`config.mk`:
```
export PLATFORM = sky130hd
export DESIGN_NAME = capture_sequencer_virtex6
export DESIGN_NICKNAME = d
export VERILOG_FILES = /design/src/rtl/capture_seq_pkg.sv /design/src/rtl/capture_rr_arbiter.sv /design/src/rtl/capture_sequencer_virtex6.sv
export SDC_FILE = /design/constraint.sdc
export NUM_CORES = 1
export LEC_CHECK = 0
export ABC_AREA = 1
export BUFFER_PORTS_ARGS = -buffer_cell sky130_fd_sc_hd__clkbuf_2
export CORE_ASPECT_RATIO = 1.1
export CORE_MARGIN = 4
export CORE_UTILIZATION = 60
export DETAILED_ROUTE_END_ITERATION = 16
export GPL_TIMING_DRIVEN = 0
export HOLD_SLACK_MARGIN = 0.06
export PLACE_DENSITY = 0.88
export SLEW_MARGIN = 20
export SYNTH_ARGS = -nofsm -noshare
export SYNTH_HDL_FRONTEND = slang
export SYNTH_SLANG_ARGS = --single-unit
export TNS_END_PERCENT = 100
```
`constraint.sdc`:
```
create_clock -name CLK -period 4.18 [get_ports CLK]
set_input_delay 0.418 -clock CLK [delete_from_list [all_inputs] [get_ports CLK]]
set_output_delay 0.418 -clock CLK [all_outputs]
set_load 0.02 [all_outputs]
```
`src/rtl/capture_seq_pkg.sv`:
```
// Shared types and widths for the capture sequencer.
package capture_seq_pkg;

  typedef enum logic [1:0] {
    ST_IDLE,
    ST_ASSERT,
    ST_GUARD,
    ST_LOCK
  } cap_state_e;

  localparam int CNT_W       = 4;
  localparam int CAP_COUNT_W = 16;

endpackage

```
`src/rtl/capture_rr_arbiter.sv`:
```
// Combinational round-robin select: priority starts at ptr and wraps upward.
module capture_rr_arbiter #(
  parameter int NUM_REQ = 4,
  parameter int IDX_W   = $clog2(NUM_REQ)
) (
  input  logic [NUM_REQ-1:0] req,
  input  logic [IDX_W-1:0]   ptr,
  output logic [NUM_REQ-1:0] win_onehot,
  output logic [IDX_W-1:0]   win_idx,
  output logic               any_req
);

  logic [NUM_REQ-1:0] rot_req;
  logic [NUM_REQ-1:0] rot_first;
  logic [NUM_REQ:0]   seen;
  logic [IDX_W-1:0]   idx_acc [0:NUM_REQ];

  // Rotate so the pointer position sits at bit 0, pick the lowest set bit, rotate back.
  assign rot_req = NUM_REQ'({req, req} >> ptr);
  assign seen[0] = 1'b0;

  for (genvar gi = 0; gi < NUM_REQ; gi++) begin : g_first
    assign rot_first[gi] = rot_req[gi] & ~seen[gi];
    assign seen[gi+1]    = seen[gi] | rot_req[gi];
  end

  assign win_onehot = NUM_REQ'(({rot_first, rot_first} << ptr) >> NUM_REQ);
  assign any_req    = seen[NUM_REQ];

  assign idx_acc[0] = '0;
  for (genvar gi = 0; gi < NUM_REQ; gi++) begin : g_enc
    assign idx_acc[gi+1] = idx_acc[gi] | (win_onehot[gi] ? IDX_W'(gi) : '0);
  end
  assign win_idx = idx_acc[NUM_REQ];

endmodule

```
`src/rtl/capture_sequencer_virtex6.sv`:
```
// Shares the configuration-readback CAP input among NUM_REQ requesters:
// round-robin grant, fixed-width CAP pulse, guard gap and optional one-shot lock.
module capture_sequencer_virtex6
  import capture_seq_pkg::*;
#(
  parameter int    NUM_REQ      = 4,
  parameter int    CAP_WIDTH    = 2,
  parameter int    GUARD_CYCLES = 3,
  parameter string ONESHOT      = "TRUE"
) (
  input  logic                   CLK,
  input  logic                   RST_N,
  input  logic [NUM_REQ-1:0]     REQ,
  input  logic                   REARM,
  output logic                   CAP,
  output logic [NUM_REQ-1:0]     GNT,
  output logic [NUM_REQ-1:0]     ACK,
  output logic                   BUSY,
  output logic                   LOCKED,
  output logic [CAP_COUNT_W-1:0] CAP_COUNT
);

  localparam int IDX_W      = $clog2(NUM_REQ);
  localparam bit ONESHOT_EN = (ONESHOT == "TRUE");

  if (NUM_REQ < 2 || NUM_REQ > 8 || CAP_WIDTH < 1 || CAP_WIDTH > 15 ||
      GUARD_CYCLES < 0 || GUARD_CYCLES > 15) begin : g_bad_range
    $fatal(1, "capture_sequencer_virtex6: parameter out of range");
  end
  if (ONESHOT != "TRUE" && ONESHOT != "FALSE") begin : g_bad_oneshot
    $fatal(1, "capture_sequencer_virtex6: ONESHOT must be TRUE or FALSE");
  end

  cap_state_e               state_reg, state_next;
  logic [CNT_W-1:0]         cnt_reg, cnt_next;
  logic [IDX_W-1:0]         ptr_reg, ptr_next;
  logic [NUM_REQ-1:0]       gnt_reg, gnt_next;
  logic [NUM_REQ-1:0]       ack_reg, ack_next;
  logic                     cap_reg, busy_reg, locked_reg;
  logic                     cnt_inc;
  logic [CAP_COUNT_W-1:0]   cap_count_reg;

  logic [NUM_REQ-1:0] win_onehot;
  logic [IDX_W-1:0]   win_idx;
  logic               any_req;

  capture_rr_arbiter #(
    .NUM_REQ (NUM_REQ),
    .IDX_W   (IDX_W)
  ) u_arb (
    .req        (REQ),
    .ptr        (ptr_reg),
    .win_onehot (win_onehot),
    .win_idx    (win_idx),
    .any_req    (any_req)
  );

  always_comb begin
    state_next = state_reg;
    cnt_next   = cnt_reg;
    ptr_next   = ptr_reg;
    gnt_next   = gnt_reg;
    ack_next   = '0;
    cnt_inc    = 1'b0;
    case (state_reg)
      ST_IDLE: begin
        if (any_req) begin
          state_next = ST_ASSERT;
          cnt_next   = CNT_W'(CAP_WIDTH - 1);
          gnt_next   = win_onehot;
          ptr_next   = (win_idx == IDX_W'(NUM_REQ - 1)) ? '0 : win_idx + 1'b1;
        end
      end
      ST_ASSERT: begin
        // The shared counter is reused for the guard interval on exit.
        if (cnt_reg == '0) begin
          ack_next = gnt_reg;
          gnt_next = '0;
          cnt_inc  = 1'b1;
          if (GUARD_CYCLES > 0) begin
            state_next = ST_GUARD;
            cnt_next   = CNT_W'(GUARD_CYCLES - 1);
          end else if (ONESHOT_EN) begin
            state_next = ST_LOCK;
          end else begin
            state_next = ST_IDLE;
          end
        end else begin
          cnt_next = cnt_reg - 1'b1;
        end
      end
      ST_GUARD: begin
        if (cnt_reg == '0) begin
          state_next = ONESHOT_EN ? ST_LOCK : ST_IDLE;
        end else begin
          cnt_next = cnt_reg - 1'b1;
        end
      end
      ST_LOCK: begin
        if (REARM) begin
          state_next = ST_IDLE;
        end
      end
      default: state_next = ST_IDLE;
    endcase
  end

  // Outputs are registered from the next state so they change on the same edge as the FSM.
  always_ff @(posedge CLK) begin
    if (!RST_N) begin
      state_reg  <= ST_IDLE;
      cnt_reg    <= '0;
      ptr_reg    <= '0;
      gnt_reg    <= '0;
      ack_reg    <= '0;
      cap_reg    <= 1'b0;
      busy_reg   <= 1'b0;
      locked_reg <= 1'b0;
    end else begin
      state_reg  <= state_next;
      cnt_reg    <= cnt_next;
      ptr_reg    <= ptr_next;
      gnt_reg    <= gnt_next;
      ack_reg    <= ack_next;
      cap_reg    <= (state_next == ST_ASSERT);
      busy_reg   <= (state_next == ST_ASSERT) || (state_next == ST_GUARD);
      locked_reg <= (state_next == ST_LOCK);
    end
  end

  always_ff @(posedge CLK) begin
    if (!RST_N) begin
      cap_count_reg <= '0;
    end else if (cnt_inc && (cap_count_reg != '1)) begin
      cap_count_reg <= cap_count_reg + 1'b1;
    end
  end

  assign CAP       = cap_reg;
  assign GNT       = gnt_reg;
  assign ACK       = ack_reg;
  assign BUSY      = busy_reg;
  assign LOCKED    = locked_reg;
  assign CAP_COUNT = cap_count_reg;

endmodule

```
=== Yosys cells after proc, flatten, opt, wreduce, memory -nomap -nowiden ===
Cells that the tools add are included.

* Bits in registers: 35
* Input bits: 7
* Output and inout bits: 27

* Add/sub/neg operators: 3
* Eq/ne operators: 11
* Shift-type cells: 2
* Multiplexer cells: 18
* Bitwise gates (word level): 11
* Reductions and logical operators: 10

{| class="wikitable"
|+ Operators by type and width
! cell !! number
|-
| 4-bit two-way mux || 5
|-
| 16-bit by 1-bit adder with 16-bit output (second input constant) || 1
|-
| 16-bit inequality test (second input constant) || 1
|-
| 2-bit two-way mux || 7
|-
| 4-bit one-hot mux with 3 select lines || 1
|-
| 2-bit == test (second input constant) || 5
|-
| 3-bit AND reduction || 3
|-
| 2-bit one-hot mux with 4 select lines || 1
|-
| 4-bit one-hot mux with 2 select lines || 1
|-
| 8-bit by 2-bit << shifter with 8-bit output || 1
|-
| 8-bit by 2-bit right shift with 4-bit output || 1
|-
| 2-bit inequality test (second input constant) || 3
|-
| 2-bit by 1-bit == test with 1-bit output (second input constant) || 2
|-
| 4-bit logical NOT || 1
|-
| 4-bit by 1-bit subtractor with 4-bit output (second input constant) || 1
|-
| 1-bit AND || 3
|-
| 1-bit two-way mux || 3
|-
| 1-bit NOT || 3
|-
| 1-bit bitwise OR || 3
|-
| 3-bit nonzero test || 1
|-
| 2-bit by 1-bit adder with 2-bit output (second input constant) || 1
|-
| 2-bit logical NOT || 1
|-
| 1-bit by 2-bit bitwise OR with 2-bit output || 1
|-
| 2-bit bitwise OR || 1
|-
| 4 further kinds || 4
|}

=== Longest topological paths before layout ===
Gate-level depths: netlist (run 1).

* Word-level depth: 11
* Depth in mapped cells: 14

=== Cells and area by module ===
Synthesis (run 1) repeated with hierarchy kept, for this count alone.

* Cells, all modules: 333
* Area total of the unflattened synthesis: 2245.9 sq um

{| class="wikitable"
|+ By module, submodules not included
! module !! instances !! cells each !! area each (sq um) !! sequential area each (sq um)
|-
| capture_sequencer_virtex6 || 1 || 269 || 1864.3 || 700.7
|-
| capture_rr_arbiter || 1 || 64 || 381.6 || 0.0
|}

=== Least setup slack after synthesis (run 1) ===
No wires, ideal clock.

* Kind: reg2reg
* Start point: register state_reg[1]
* End point: register busy_reg, in the netlist BUSY
* Library setup time: 0.129 ns
* Arrival time: 1.633 ns
* Data required time: 4.051 ns
* Path slack: 2.418 ns
* Cell stages (with the launch flop): 11
* Path buffers: 0
* Cell sequence: dfxtp_1 -> inv_1 -> ha_1 -> a21oi_1 -> o21ai_0 -> a21oi_1 -> nand2_1 -> nand2_1 -> inv_1 -> ha_1 -> nor2_1

* Longest elaborated chain between the ends: 4

{| class="wikitable"
|+ RTL lines
! what !! line !! source
|-
| start: declaration || capture_sequencer_virtex6.sv:34 || <nowiki>cap_state_e state_reg, state_next;</nowiki>
|-
| start signal: assignment || capture_sequencer_virtex6.sv:120 || <nowiki>state_reg <= state_next;</nowiki>
|-
| 2-bit == test (tied with other cells) || capture_sequencer_virtex6.sv:65 || <nowiki>case (state_reg)</nowiki>
|-
| 2-bit one-hot mux with 4 select lines (*) || capture_sequencer_virtex6.sv:65 ||
|-
| named net state_next[0] || capture_sequencer_virtex6.sv:34 ||
|-
| 2-bit by 1-bit == test with 1-bit output or 2-bit == test (tied branches) || capture_sequencer_virtex6.sv:126 || <nowiki>busy_reg <= (state_next == ST_ASSERT) || (state_next == ST_GUARD);</nowiki>
|-
| 1-bit logical OR (*) || capture_sequencer_virtex6.sv:126 ||
|-
| end signal: assignment || capture_sequencer_virtex6.sv:126 ||
|-
| end: declaration || capture_sequencer_virtex6.sv:39 || <nowiki>logic cap_reg, busy_reg, locked_reg;</nowiki>
|}

Mark *: on every way through the listed nets, which the timed path passes. The rest lies on a longest branch.
A chain may end at the register's enable or synchronous reset.

=== Worst setup path in the final report (run 1) ===
Same ends and word-level chain as after synthesis.

==> results_dict.tcl, run 1 <==
set metrics [dict create \
    endpoint_kind "flop" \
    dp_cells 379 \
    postSynthNetCount 314 \
    drc 0 \
    path_clk_slew_ns 0.12 \
    antenna_found_initial 0 \
    cap_violations 0 \
    cts_buffer_depth 2 \
    start_kind "flop" \
    core_area_um2 3360 \
    fp.dieH_um 70.0 \
    die_area_um2 4500 \
    setup_violations 0 \
    root_buffer "clkbuf_4" \
    area_delta_synth_final_pct 13.5 \
    synth.area.top_cells "dfxtp_1 (33%), nand2_1 (10%), nand3_1 (7.9%)" \
    postCtsSetupBuffers 0 \
    worstPathArrival_ns 2.35 \
    worstSetupPathType "flop to flop" \
    final_cells 387 \
    tightest_slew_ns 0.502 \
    cts_htree_levels 2 \
    slowest_stage "dfxtp_1" \
    drv_slew 0 \
    hp-class "primary input to flop" \
    nNetsFinal 354 \
    largest_register_ffs 16 \
    io_pins 34 \
    power.density_nw_per_um2 565 \
    grt_setup_unrepaired "false" \
    max_freq_ghz 0.488 \
    ys_seq_area_share_pct 33.5 \
    synth_cell_types 31 \
    drive_gt1_share_pct 21.8 \
    period_share_pct 49.1 \
    grt_pass1_wl_um 8090 \
    syn_area_per_cell_um2 7.02 \
    dp_hpwl_um 3610 \
    fin_setup_tns_ns 0 \
    clock_latency_ns 0.35 \
    clock_skew_ns 0.0141 \
    slowest_delay_ns 0.43 \
    path_max_fanout 6 \
    syn_area_um2 2090 \
    cts.sinks 35 \
    track_usage_pct 22.2 \
    totalWireLength_um 4700 \
    ys_seq_elements 35 \
    post_cts_resized 0 \
    vias 2083 \
    yosys_warnings 0 \
    grt_start_max_net_pins 13 \
    status "finished, final reports clean" \
    cts_hold_buf 0 \
    cp.required_ns 4.48 \
    antenna_left 0 \
    drt-initial-drc-count 220 \
    cp_top_family "compound AO/OA/AOI/OAI gates" \
    fillers 307 \
    yosysTopAreaCell "dfxtp_1" \
    peakVddDrop_mv 0.436 \
    layout_min_cycle_time_ns 2.05 \
    wire_per_inst_um 12.1 \
    core.rowCount 22 \
    leakage_nw 1.03 \
    fp.dieW_um 64.3 \
    slew_headroom_pct 66.6 \
    n_antenna_cell 0 \
    grt_pass1_vias 1894 \
    io_buffer_count 33 \
    numCtsBuffers 5 \
    place_congestion 0.871 \
    synthCells 298 \
    cts_tree "yes" \
    worstPathBufferInverterCount 2 \
    synth.top_cell.area_share_pct 33.5 \
    crit_path_cell_trace "inv_1, ha_1, a21oi_1, o21ai_0, a21oi_1, nand2_1, nand2_1, inv_1, ha_1, nor2_1" \
    initial_core_util_pct 62.3 \
    dr.pass1.iters 4 \
    via_per_inst 5.38 \
    hold_viol 0 \
    overflow 0 \
]
==> through the flow <==
stage	util (%)	setup WS (ns)	area, um2	power (mW)	hold slack [ns]
2_1_floorplan	-	2.42	2090	1.01	0.451
3_3_place_gp	69.0	2.21	2320	1.13	0.431
3_5_place_dp	69.0	2.16	2320	1.16	0.447
4_1_cts	70.8	2.13	2380	1.34	0.415
5_1_grt	70.8	1.90	2380	1.45	0.451
6_report	70.8	2.13	2380	1.34	0.427
==> worst min-delay path, stage by stage <==
cell	delay, ns
clkbuf_2	0.16
o21ai_0	0.11
a31oi_1	0.04
==> power by group <==
part	switching (mW)	internal, mW
sequential	0.0420	0.391
combinational	0.481	0.244
clock	0.120	0.0641
==> cell usage after synthesis, drive strengths merged <==
library cell and number:
nand4 6, nor2 37, nor3 5, ha 9, xor2 3, nor3b 2, nand2 68, clkbuf 2
buf 4, o211ai 2, xnor2 3, dfxtp 35, nand3 38, inv 40, o21ai 18, a21oi 23
o2111ai 1, a31oi 2
==> path summary, 6_finish.rpt <==
kind / end / slack (ns) / startpoint / cells after the start
hold / removal: CAP_COUNT[12] / 0.43 / RST_N / 3
setup / recovery: BUSY / 2.13 / state_reg[1] / 10
hold reg to reg: ACK[2] / 0.47 / GNT[2] / 2
setup reg to reg: BUSY / 2.13 / state_reg[1] / 10
==> logic make-up after synthesis <==
group                    Yosys count  synth area share (%)
AND/OR/NAND/NOR                  156                  36.8
AO/OA/AOI/OAI                     46                  12.6
buffers and inverters             46                  9.21
flip-flops                        35                  33.5
adder cells (fa/ha/maj)            9                  5.38
XOR/XNOR                           6                  2.51
==> layer usage <==
| metal | track usage (%) | up-vias | part of all wire, % |
|---|---|---|---|
| li1 | - | 1054 | - |
| met1 | 25.2 | 943 | 40 |
| met2 | 39.0 | 75 | 52 |
| met3 | 3.54 | 11 | 6.1 |
| met4 | 12.2 | 0 | 1.9 |
| met5 | 0 | - | 0 |
==> area by class of cell <==
type	count	area, um2	area share (%)
flip-flops and latches	35	701	29.5
multi-input cells	217	1200	50.5
clock buffers	5	37.5	1.58
clock inverters	3	20.0	0.843
plain buffers	6	40.0	1.69
repair buffers	33	165	6.95
inverters	40	153	6.42
well taps	48	60.1	2.53
==> layout by cell type (no fill, tap or decap), types with 3 or more instances in the layout <==
master,netlist,layout
a21oi_1,20,20
nand2_2,5,5
inv_2,5,5
nor3_1,4,4
nand2_1,58,58
dfxtp_1,35,35
xor2_1,3,3
clkbuf_4,0,5
xnor2_1,3,3
nand4_1,6,6
o21ai_1,3,3
nand3_2,4,4
nand3_1,33,33
nand2_4,5,5
nor2_1,34,34
o21ai_0,14,14
a21oi_2,3,3
clkbuf_2,0,33
inv_1,34,34
ha_1,9,9
Power figures use the tool's default switching activity.
==> run 2, diff against run 1 <==
CORE_UTILIZATION = 56   (was 60)
PLACE_DENSITY = 0.83   (was 0.88)
clock period = 2 ns   (was 4.18 ns; I/O delays follow)
==> results_dict.tcl, run 2 (synthesis results as in run 1) <==
set metrics [dict create \
    cts_buffer_depth 2 \
    slew_headroom_pct 63.3 \
    track_usage_pct 19.6 \
    fillers 329 \
    layout_min_cycle_time_ns 1.89 \
    cts_tree "yes" \
    path_max_fanout 3 \
    worstPathArrival_ns 2.10 \
    worstSetupPathType "flop to flop" \
    p_sw_mw 1.35 \
    dr_wl_met3_um 195 \
    root_buffer "clkbuf_8" \
    internal_power_mw 1.60 \
    clock_skew_ns 0.00380 \
    wl_met2_um 2310 \
    hold_viol 0 \
    largest_register_ffs 16 \
    core.rowCount 23 \
    cap_violations 0 \
    area_delta_synth_final_pct 16.7 \
    clock_latency_ns 0.28 \
    fin_setup_tns_ns 0 \
    die_area_um2 4780 \
    worst_slack_ns 0.110 \
    drv_slew 0 \
    overflow 0 \
    totalWireLength_um 4570 \
    clkPwrFrac_pct 16.4 \
    io_pins 34 \
    drive_gt1_share_pct 24.7 \
    antenna_left 0 \
    tightest_slew_ns 0.550 \
    start_kind "flop" \
    grt_start_max_net_pins 12 \
    leakage_nw 1.07 \
    worst_hold_slack_ns 0.274 \
    power_mw 2.95 \
    status "finished, final reports clean" \
    grt_pass1_wl_um 7470 \
    setup_violations 0 \
    place_congestion 0.860 \
    dp_cells 381 \
    mostFrequentLayoutCells "nand2_1 (57), inv_1 (34), nor2_1 (34), clkbuf_2 (34), dfxtp_1 (33)" \
    min_path_cells 3 \
    highest_layer "met4" \
    core_area_um2 3630 \
    drt-initial-drc-count 172 \
    dr.pass1.iters 4 \
    cts.sinks 35 \
    via_per_inst 5.21 \
    r2r_cells 11 \
    fp.dieH_um 72.1 \
    path_clk_slew_ns 0.07 \
    seqPwrFrac_pct 30.7 \
    comb_power_share_pct 52.9 \
    final_cells 390 \
    max_freq_ghz 0.529 \
    initial_core_util_pct 57.7 \
    grt_pass1_vias 1756 \
    endpoint_kind "flop" \
    nNetsFinal 355 \
    netSwitchingFraction_pct 45.7 \
    hp-class "primary input to flop" \
    peakVddDrop_mv 0.765 \
    wire_per_inst_um 11.7 \
    antenna_found_initial 0 \
    grt_setup_unrepaired "true" \
    cts_htree_levels 2 \
    fp.dieW_um 66.3 \
    cp.required_ns 2.21 \
    vias 2031 \
    drc 0 \
    place_ws_ns -0.0736 \
    dp_hpwl_um 3360 \
    n_antenna_cell 0 \
    cts_hold_buf 0 \
    period_share_pct 94.5 \
    io_buffer_count 33 \
    wl_met1_um 2010 \
    power.density_nw_per_um2 1210 \
    numCtsBuffers 5 \
    final_common_cell "nand2_1" \
]
run 2: changes by cell type in the layout (fill, tap and decap cells not counted), moves of 2 or more:
cell,before,now
clkinvlp_4,2,0
clkbuf_4,5,0
ha_2,0,2
dfxtp_1,35,33
dfxtp_2,0,2
ha_1,9,7
clkbuf_8,0,5
clkinv_2,1,3
run 2: final timing paths:
check	from	end	slack, ns
max	cnt_reg[0]	BUSY	0.11
min	RST_N	CAP_COUNT[3]	0.27
max reg2reg	cnt_reg[0]	BUSY	0.11
min reg2reg	GNT[3]	ACK[3]	0.44
run 2: area by class of cell:
type | count | area [um2] | share of cell area (%)
Buffer | 6 | 41.3 | 1.69
Clock buffer | 5 | 68.8 | 2.82
Clock inverter | 3 | 15.0 | 0.614
Inverter | 40 | 153 | 6.25
Multi-Input combinational cell | 217 | 1230 | 50.2
Sequential cell | 35 | 703 | 28.8
Tap cell | 50 | 62.6 | 2.56
Timing Repair Buffer | 34 | 173 | 7.07
run 2: power by group through the flow:
stage	Sequential (mW)	Clock (mW)	Combinational, mW
final	0.906	0.483	1.56
after CTS	0.903	0.499	1.51
after global placement	0.911	0	1.47
after detailed placement	0.916	0	1.50
after global routing	0.922	0.527	1.74
after floorplan	0.990	0	1.12
run 2: layer usage:
layer | GRT usage [%] | up-vias
met1 | 24.0 | 923
li1 | - | 1055
met3 | 3.72 | 9
met2 | 33.7 | 44
met5 | 0 | -
met4 | 7.67 | 0
run 2: critical path: stages, from the launching register on:
cell and delay, ns:
dfxtp_1 0.33, inv_1 0.08, ha_2 0.21, nand3_2 0.12, a21oi_2 0.20, o21ai_0 0.12, a21oi_1 0.17, nand2_1 0.09
nand2_2 0.09, inv_1 0.05, ha_1 0.27, nor2_1 0.09
run 2: through the flow:
step	area [um2]	util (%)
final	2440	67.4
after global routing	2440	67.4
after CTS	2410	66.4
after detailed placement	2320	64.0
after global placement	2320	64.0
after floorplan	2090	-
run 2: repair_timing:
item / CTS / global route
setup endpoints to repair: 2 / 14
gates resized for setup: 1 / 10
endpoints found under the hold margin: 0 / 0
buffers inserted: 0 / 1
pin swaps: 0 / 1
